--- config.mk ---
export PLATFORM = sky130hd
export DESIGN_NAME = led_frame_sequencer
export DESIGN_NICKNAME = d
export VERILOG_FILES = /design/src/rtl/led_pkg.sv /design/src/rtl/led_frame_buf.sv /design/src/rtl/led_frame_sequencer.sv
export SDC_FILE = /design/constraint.sdc
export NUM_CORES = 1
export LEC_CHECK = 0
export CORE_ASPECT_RATIO = 1.2
export CORE_MARGIN = 10
export CORE_UTILIZATION = 30
export CTS_BUF_LIST = sky130_fd_sc_hd__clkbuf_4 sky130_fd_sc_hd__clkbuf_8 sky130_fd_sc_hd__clkbuf_16
export CTS_CLUSTER_SIZE = 30
export DETAILED_ROUTE_END_ITERATION = 16
export SYNTH_ARGS = -nofsm -noshare
export SYNTH_HDL_FRONTEND = slang
export SYNTH_SLANG_ARGS = --single-unit
--- constraint.sdc ---
create_clock -name clk -period 4.3 [get_ports clk]
set_input_delay 0.43 -clock clk [delete_from_list [all_inputs] [get_ports clk]]
set_output_delay 0.43 -clock clk [all_outputs]
set_load 0.01 [all_outputs]
--- src/rtl/led_pkg.sv ---
// led_pkg: shared types and helpers for the LED frame sequencer.
//   state_t  - sequencer FSM states
//   pixel_t  - packed GRB pixel {g, r, b}
//   scale_ch - per-channel brightness scaling, (c*(br+1))>>8
package led_pkg;
    localparam int CH_W  = 8;
    localparam int PIX_W = 3 * CH_W;

    typedef enum logic [2:0] {IDLE, LOAD, SEND, DRAIN, LATCH, DONE} state_t;

    typedef struct packed {
        logic [CH_W-1:0] g;
        logic [CH_W-1:0] r;
        logic [CH_W-1:0] b;
    } pixel_t;

    // br=255 multiplies by 256, so the shift returns c unchanged; br=0 gives 0.
    function automatic logic [CH_W-1:0] scale_ch(input logic [CH_W-1:0] c,
                                                 input logic [CH_W-1:0] br);
        logic [15:0] p;
        p = 16'(c) * (16'(br) + 16'd1);
        return p[15:8];
    endfunction
endpackage

--- src/rtl/led_frame_buf.sv ---
// led_frame_buf: DEPTH x 24-bit simple dual-port pixel RAM.
//   clk            - clock
//   wr_en/addr/data - write port; out-of-range addresses are dropped
//   rd_en/addr      - synchronous read request
//   rd_data         - read result, valid the cycle after rd_en, held otherwise
// No reset on the array or read register so it maps onto block RAM.
module led_frame_buf
    import led_pkg::*;
#(
    parameter int DEPTH = 16,
    parameter int AW    = 4
) (
    input  logic          clk,
    input  logic          wr_en,
    input  logic [AW-1:0] wr_addr,
    input  pixel_t        wr_data,
    input  logic          rd_en,
    input  logic [AW-1:0] rd_addr,
    output pixel_t        rd_data
);
    pixel_t mem [DEPTH];
    pixel_t rd_data_q;

    always_ff @(posedge clk) begin
        if (wr_en && ({1'b0, wr_addr} < (AW+1)'(DEPTH)))
            mem[wr_addr] <= wr_data;
        if (rd_en)
            rd_data_q <= mem[rd_addr];
    end

    assign rd_data = rd_data_q;
endmodule

--- src/rtl/led_frame_sequencer.sv ---
// led_frame_sequencer: streams a NUM_LEDS pixel buffer to the led_string
// driver, waits for the driver to drain, then holds the latch gap.
//   clk, rst               - clock, async active-low reset
//   wr_en/wr_addr/wr_data  - MCU-side buffer writes (any state)
//   frame_start            - request a frame; coalesces while busy
//   pix_data/valid/ready   - pixel handshake towards the driver
//   drv_idle               - driver has shifted out every accepted bit
//   busy, frame_done       - status; frame_done pulses at end of latch gap
// Optional: LED_BRIGHTNESS_EN adds brightness[7:0], sampled per pixel at LOAD.
module led_frame_sequencer
    import led_pkg::*;
#(
    parameter  int NUM_LEDS = 16,
    parameter  int CLK_HZ   = 48_000_000,
    parameter  int LATCH_US = 80,
    localparam int AW       = (NUM_LEDS > 1) ? $clog2(NUM_LEDS) : 1
) (
    input  logic          clk,
    input  logic          rst,
`ifdef LED_BRIGHTNESS_EN
    input  logic [7:0]    brightness,
`endif
    input  logic          wr_en,
    input  logic [AW-1:0] wr_addr,
    input  logic [23:0]   wr_data,
    input  logic          frame_start,
    output logic [23:0]   pix_data,
    output logic          pix_valid,
    input  logic          pix_ready,
    input  logic          drv_idle,
    output logic          busy,
    output logic          frame_done
);
    localparam int LATCH_CYCLES = (CLK_HZ / 1_000_000) * LATCH_US;
    // A zero gap still spends one cycle in LATCH.
    localparam int LC = (LATCH_CYCLES < 1) ? 1 : LATCH_CYCLES;
    localparam int CW = $clog2(LC + 1);
    localparam logic [AW-1:0] LAST_IDX = AW'(NUM_LEDS - 1);
    localparam logic [CW-1:0] LAST_CNT = CW'(LC - 1);

    state_t        state_q, state_d;
    logic [AW-1:0] idx_q, idx_d;
    logic [CW-1:0] cnt_q, cnt_d;
    logic          pending_q, pending_d;
    logic          pix_valid_q, pix_valid_d;
    logic          busy_q, busy_d;
    logic          frame_done_q, frame_done_d;
    logic          rd_en;
    pixel_t        rd_data;
    pixel_t        pix_out;

    led_frame_buf #(.DEPTH(NUM_LEDS), .AW(AW)) u_buf (
        .clk     (clk),
        .wr_en   (wr_en),
        .wr_addr (wr_addr),
        .wr_data (wr_data),
        .rd_en   (rd_en),
        .rd_addr (idx_q),
        .rd_data (rd_data)
    );

    always_comb begin
        state_d      = state_q;
        idx_d        = idx_q;
        cnt_d        = cnt_q;
        pending_d    = pending_q;
        pix_valid_d  = pix_valid_q;
        frame_done_d = 1'b0;
        rd_en        = 1'b0;
        if (frame_start && state_q != IDLE)
            pending_d = 1'b1;
        case (state_q)
            IDLE: if (frame_start) begin
                idx_d   = '0;
                state_d = LOAD;
            end
            LOAD: begin
                // Read result lands exactly as SEND begins.
                rd_en       = 1'b1;
                pix_valid_d = 1'b1;
                state_d     = SEND;
            end
            SEND: if (pix_ready) begin
                pix_valid_d = 1'b0;
                if (idx_q == LAST_IDX) begin
                    state_d = DRAIN;
                end else begin
                    idx_d   = idx_q + 1'b1;
                    state_d = LOAD;
                end
            end
            DRAIN: if (drv_idle) begin
                cnt_d   = '0;
                state_d = LATCH;
            end
            LATCH: begin
                if (cnt_q == LAST_CNT) begin
                    frame_done_d = 1'b1;
                    state_d      = DONE;
                end else begin
                    cnt_d = cnt_q + 1'b1;
                end
            end
            DONE: begin
                // A request arriving in this very cycle also restarts.
                if (pending_q || frame_start) begin
                    pending_d = 1'b0;
                    idx_d     = '0;
                    state_d   = LOAD;
                end else begin
                    state_d = IDLE;
                end
            end
            default: state_d = IDLE;
        endcase
        busy_d = (state_d != IDLE);
    end

    always_ff @(posedge clk or negedge rst) begin
        if (!rst) begin
            state_q      <= IDLE;
            idx_q        <= '0;
            cnt_q        <= '0;
            pending_q    <= 1'b0;
            pix_valid_q  <= 1'b0;
            busy_q       <= 1'b0;
            frame_done_q <= 1'b0;
        end else begin
            state_q      <= state_d;
            idx_q        <= idx_d;
            cnt_q        <= cnt_d;
            pending_q    <= pending_d;
            pix_valid_q  <= pix_valid_d;
            busy_q       <= busy_d;
            frame_done_q <= frame_done_d;
        end
    end

`ifdef LED_BRIGHTNESS_EN
    logic [7:0] bright_q, bright_d;

    always_comb begin
        bright_d = bright_q;
        if (state_q == LOAD)
            bright_d = brightness;
    end

    always_ff @(posedge clk or negedge rst) begin
        if (!rst) bright_q <= 8'd0;
        else      bright_q <= bright_d;
    end

    // Brightness and RAM word are both registered at the LOAD edge, so the
    // scaled pixel is ready in the first SEND cycle.
    always_comb begin
        pix_out.g = scale_ch(rd_data.g, bright_q);
        pix_out.r = scale_ch(rd_data.r, bright_q);
        pix_out.b = scale_ch(rd_data.b, bright_q);
    end
`else
    assign pix_out = rd_data;
`endif

    // RAM output has no reset; gating keeps pix_data at zero outside SEND.
    assign pix_data   = pix_valid_q ? pix_out : 24'd0;
    assign pix_valid  = pix_valid_q;
    assign busy       = busy_q;
    assign frame_done = frame_done_q;
endmodule

# Yosys cells after proc, flatten, opt, wreduce, memory -nomap -nowiden

Memory sizes are Yosys's and may differ from the RTL's. A register that Yosys moved wholly into a read port is not among the register bits.
Index checks and enable logic that the tools add are counted.

Register bits after elaboration: 23
Bits in writable memories: 384
Bits of input ports: 34
Output and inout bits: 27
Logic and storage cells: 60
Memories: 1

Add/sub/neg operators: 2
Eq/ne operators: 13
Mux-type cells: 26
Reduce and logical (&&, ||, !) cells: 11

Memories:

| memory    | depth | bits a word | read ports | clocked after memory_dff | write ports | line                | RTL |
|---|---|---|---|---|---|---|---|
| u_buf.mem | 16    | 24          | 1          | 1                        | 1           | led_frame_buf.sv:21 | `pixel_t mem [DEPTH];` |

Operators by type and width:

| kind                    | count |
|---|---|
| $mux W12                | 2 |
| $mux W24                | 1 |
| $pmux W12 S2            | 1 |
| $pmux W3 S6             | 1 |
| $mux W4                 | 4 |
| $add A12 B1 Y12 const B | 1 |
| $eq A12 B12 Y1 const B  | 1 |
| $mux W3                 | 4 |
| $ne A2 B2 Y1 const B    | 6 |
| $pmux W4 S3             | 1 |
| $mux W1                 | 10 |
| $reduce_bool A3 Y1      | 3 |
| $eq A3 B2 Y1 const B    | 2 |
| $eq A3 B3 Y1 const B    | 2 |
| $reduce_and A5 Y1       | 1 |
| $add A4 B1 Y4 const B   | 1 |
| $eq A4 B4 Y1 const B    | 1 |
| $reduce_bool A2 Y1      | 2 |
| $eq A3 B1 Y1 const B    | 1 |
| $logic_not A3 Y1        | 1 |
| $reduce_and A3 Y1       | 1 |
| $mux W2                 | 1 |
| $pmux W1 S2             | 1 |
| $reduce_and A2 Y1       | 1 |
| other kinds (2)         | 2 |

# Logic depth before layout (Yosys ltp)

Depth after elaboration: 5
Mapped depth: 6
Gate-level depth less buffers: 5

# Hierarchy

Synthesis repeated with hierarchy kept, for this count alone.

Cells, all modules: 784
Area, all modules: 16513.3 um2

Modules (own cells, without submodules):

| module              | times used | cells an instance | area an instance (um2) | seq. area each (um2) |
|---|---|---|---|---|
| led_frame_buf       | 1          | 636               | 15170.8                | 12251.8 |
| led_frame_sequencer | 1          | 148               | 1342.5                 | 575.6 |

# Worst setup path before layout

Ideal clock, no wire load.

Path kind: input-to-reg
Start: in wr_addr[2]
End: mem u_buf.mem[0][0] in the netlist's numbering (enable)
Library setup time: 0.435 ns
Arrival time: 2.612 ns
Required time: 3.865 ns
Slack: 1.253 ns
Stages on the path: 2
Path buffers: 0
Cell sequence: or3b_2 > nor3_1

RTL lines:

| what        | line                      | RTL |
|---|---|---|
| from (decl) | led_frame_sequencer.sv:24 | `input logic [AW-1:0] wr_addr,` |
| to (decl)   | led_frame_buf.sv:21       |  |

No word-level cell before the write port.

# Worst setup path after layout

Start: reg pix_valid_q (netlist: pix_valid)
End: out pix_data[19]

Cells in the longest elaborated chain, start to end: 1

RTL lines:

| what                   | line                       | RTL |
|---|---|---|
| from (decl)            | led_frame_sequencer.sv:45  | `logic pix_valid_q, pix_valid_d;` |
| from (signal assigned) | led_frame_sequencer.sv:133 | `pix_valid_q <= pix_valid_d;` |
| $mux W24               | led_frame_sequencer.sv:165 | `assign pix_data = pix_valid_q ? pix_out : 24'd0;` |
| to (decl)              | led_frame_sequencer.sv:27  | `output logic [23:0] pix_data,` |

Every way passes these cells.

==> flow_metrics.tcl <==
set metrics [dict create \
    outcome "completed" \
    drt-pass1-iter-count 5 \
    cp_slowest_stage_delay_ns 0.57 \
    synth-edff-count 408 \
    die_x_um 234 \
    utilization 0.358 \
    grt_antenna_before_repair 3 \
    async_flop_share 0.0534 \
    cts.sinks 431 \
    first_global_vias 8369 \
    synthesis.nets 824 \
    synth.avg_cell_area_um2 21.0 \
    finalNetCount 905 \
    netlist_area_um2 16500 \
    layout-drive-gt1-share 0.231 \
    drt_iter0_markers 594 \
    place_congestion 0.704 \
    clock_latency_ns 0.59 \
    grt_max_degree 71 \
    fin_tns_setup_ns 0 \
    path_clk_slew_ns 0.06 \
    r2r-start "idx_q[0]" \
    rows 94 \
    io_buffers 60 \
    maxCapViolations 0 \
    root_buffer "clkbuf_16" \
    fmax_mhz 392 \
    grt_pass1_wl_mm 52.5 \
    min_period_ns 2.55 \
    cp.buffers_inverters 2 \
    r2r-end "u_buf.rd_data[9]" \
    cp_data_arrival_time_ns 2.12 \
    cts_setup_buffers 0 \
    worstRegToRegCells 4 \
    path_cells "buf_4, and2_1, clkdlybuf4s50_1" \
    vias 7789 \
    synth_seq_cells 431 \
    crit_start "pix_valid" \
    finalHoldViolations 0 \
    start_util 0.303 \
    hold_buffers 0 \
    syn_to_final_growth_pct 18.5 \
    hp-class "in2async" \
    wl_per_cell_um 21.4 \
    slew_viol_final 0 \
    fin_cells 1624 \
    synth_warnings 0 \
    rrSetupSlack_ns 1.82 \
    powerDensity_nw_per_um2 556 \
    postPlaceCellArea_um2 18100 \
    power.total_uw 10900 \
    finalSetupViolations 0 \
    synthFlopType "edfxtp_1" \
    drcViolationCount 0 \
    io_pins 61 \
    cts_buffers 45 \
    fin_area_um2 19600 \
    drtAntennaViolNets 0 \
    coreArea_um2 54700 \
    skew_ns 0.0193 \
    ys_types 45 \
    place_inst 1542 \
    cts_tree "done" \
    ys_seq_area_frac 0.775 \
    cts_resized 0 \
    critPathKind "reg2out" \
    grt_usage 0.107 \
    hpwl_mm 19.1 \
    cp.required_ns 3.87 \
    clk_path_buf_depth 3 \
    crit_family "buffers and inverters" \
    p_leak_uw 0.00606 \
    syn_inst 788 \
    crit_fanout 25 \
    viasPerCell 4.80 \
    end_kind "primary output" \
    rsz0062_at_grt "no" \
    h-tree-depth 2 \
    critPathSlowestCell "clkdlybuf4s50_1" \
    worst_slew_pin_slew_ns 1.08 \
    cp-start-kind "register" \
    slew_headroom 0.276 \
    overflow 0 \
    die_h_um 277 \
    fin_crit_sh 0.593 \
    routed_wl_mm 34.7 \
    dieArea_um2 65000 \
    ir_drop_mv 0.242 \
]
==> cell usage in the layout (no fill, tap or decap), types with 4 or more instances in the layout <==
| cell | n |
|---|---|
| a21oi_1 | 5 |
| a22oi_1 | 48 |
| and2_1 | 25 |
| buf_4 | 11 |
| bufinv_16 | 4 |
| clkbuf_16 | 45 |
| clkbuf_4 | 6 |
| clkdlybuf4s50_1 | 60 |
| clkinv_1 | 11 |
| clkinv_2 | 8 |
| dfrtp_1 | 21 |
| edfxtp_1 | 408 |
| inv_1 | 5 |
| mux2i_1 | 6 |
| mux4_2 | 96 |
| nand2_1 | 33 |
| nand2b_1 | 4 |
| nand3_1 | 10 |
| nand3b_1 | 5 |
| nand4_1 | 4 |
| nor2_1 | 12 |
| nor2_4 | 13 |
| nor3_2 | 4 |
| o21ai_0 | 6 |
==> kinds of logic (layout without fill, tap and decap cells) <==
kind of cell	count (synthesis)	in the layout	share of synthesized area
AND/OR/NAND/NOR	132	132	0.0424
multiplexers	102	102	0.134
XOR/XNOR	5	5	0.00265
adder cells (fa/ha/maj)	2	2	0.00151
AO/OA/AOI/OAI	72	72	0.0314
buffers and inverters	44	159	0.0125
flip-flops	431	431	0.775
other	0	1	0
==> worst max-delay path by stage <==
stage,depth (start not counted),end,slack (ns)
3_5_place_dp,3,u_buf.mem[15][17],1.54
2_1_floorplan,2,u_buf.mem[0][0],1.25
3_3_place_gp,3,u_buf.mem[15][21],1.61
5_1_grt,3,pix_data[17],1.59
4_1_cts,3,pix_data[17],1.64
6_report,3,pix_data[19],1.75
==> area by class of cell <==
cell class                      instances  area (µm²)
Clock inverter                         30         314
Inverter                                5        18.8
Tap cell                              720         901
Clock buffer                           51        1170
Fill cell                            5003       35100
Sequential cell                       431       12800
Timing Repair Buffer                   73         723
Antenna cell                            1        2.50
Multi-Input combinational cell        313        3640
==> power breakdown <==
part	internal, µW	total, µW	switching, µW
Clock	2220	3850	1630
Sequential	4890	5120	236
Combinational	999	1920	922
==> through the flow <==
| stage | hold slack [ns] | worst slack (ns) |
|---|---|---|
| 2_1_floorplan | 0.134 | 1.25 |
| 3_3_place_gp | 0.506 | 1.61 |
| 3_5_place_dp | 0.524 | 1.54 |
| 4_1_cts | 0.457 | 1.64 |
| 5_1_grt | 0.522 | 1.59 |
| 6_report | 0.431 | 1.75 |
==> cell usage after synthesis (2+ instances only) <==
| master | instances | share of area |
|---|---|---|
| edfxtp_1 | 408 | 0.74 |
| mux4_2 | 96 | 0.13 |
| a22oi_1 | 48 | 0.022 |
| nand2_1 | 33 | 0.0075 |
| nor2_1 | 26 | 0.0059 |
| and2_1 | 25 | 0.0095 |
| dfrtp_1 | 23 | 0.035 |
| clkbuf_1 | 21 | 0.0048 |
| buf_2 | 15 | 0.0045 |
| nand3_1 | 10 | 0.0030 |
| nor3_1 | 7 | 0.0021 |
| mux2i_1 | 6 | 0.0036 |
| o21ai_0 | 6 | 0.0018 |
| a21oi_1 | 5 | 0.0015 |
| inv_1 | 5 | 0.0011 |
| nand3b_1 | 5 | 0.0023 |
| nand2b_1 | 4 | 0.0015 |
| nand4_1 | 4 | 0.0015 |
| a31oi_1 | 3 | 0.0011 |
| buf_6 | 3 | 0.0020 |
| o31ai_1 | 3 | 0.0014 |
| xor2_1 | 3 | 0.0016 |
| and3_1 | 2 | 0.00076 |
| ha_1 | 2 | 0.0015 |
| nor2b_1 | 2 | 0.00076 |
| nor3b_1 | 2 | 0.00091 |
| or3b_2 | 2 | 0.0011 |
| xnor2_1 | 2 | 0.0011 |
==> registers in the layout, summed over array words and instances (netlist names) <==
register       cells
u_buf.mem        384
u_buf.rd_data     24
cnt_q             12
idx_q              4
state_q            3
busy               1
frame_done         1
pending_q          1
pix_valid          1
==> per-layer routing <==
metal	up-vias	share of wire	GRT usage
li1	3432	-	-
met2	185	0.50	0.176
met5	-	0.00037	0
met4	2	0.016	0.0283
met3	43	0.057	0.0258
met1	4127	0.43	0.139
Note: power is estimated with default switching activity, not from simulation.
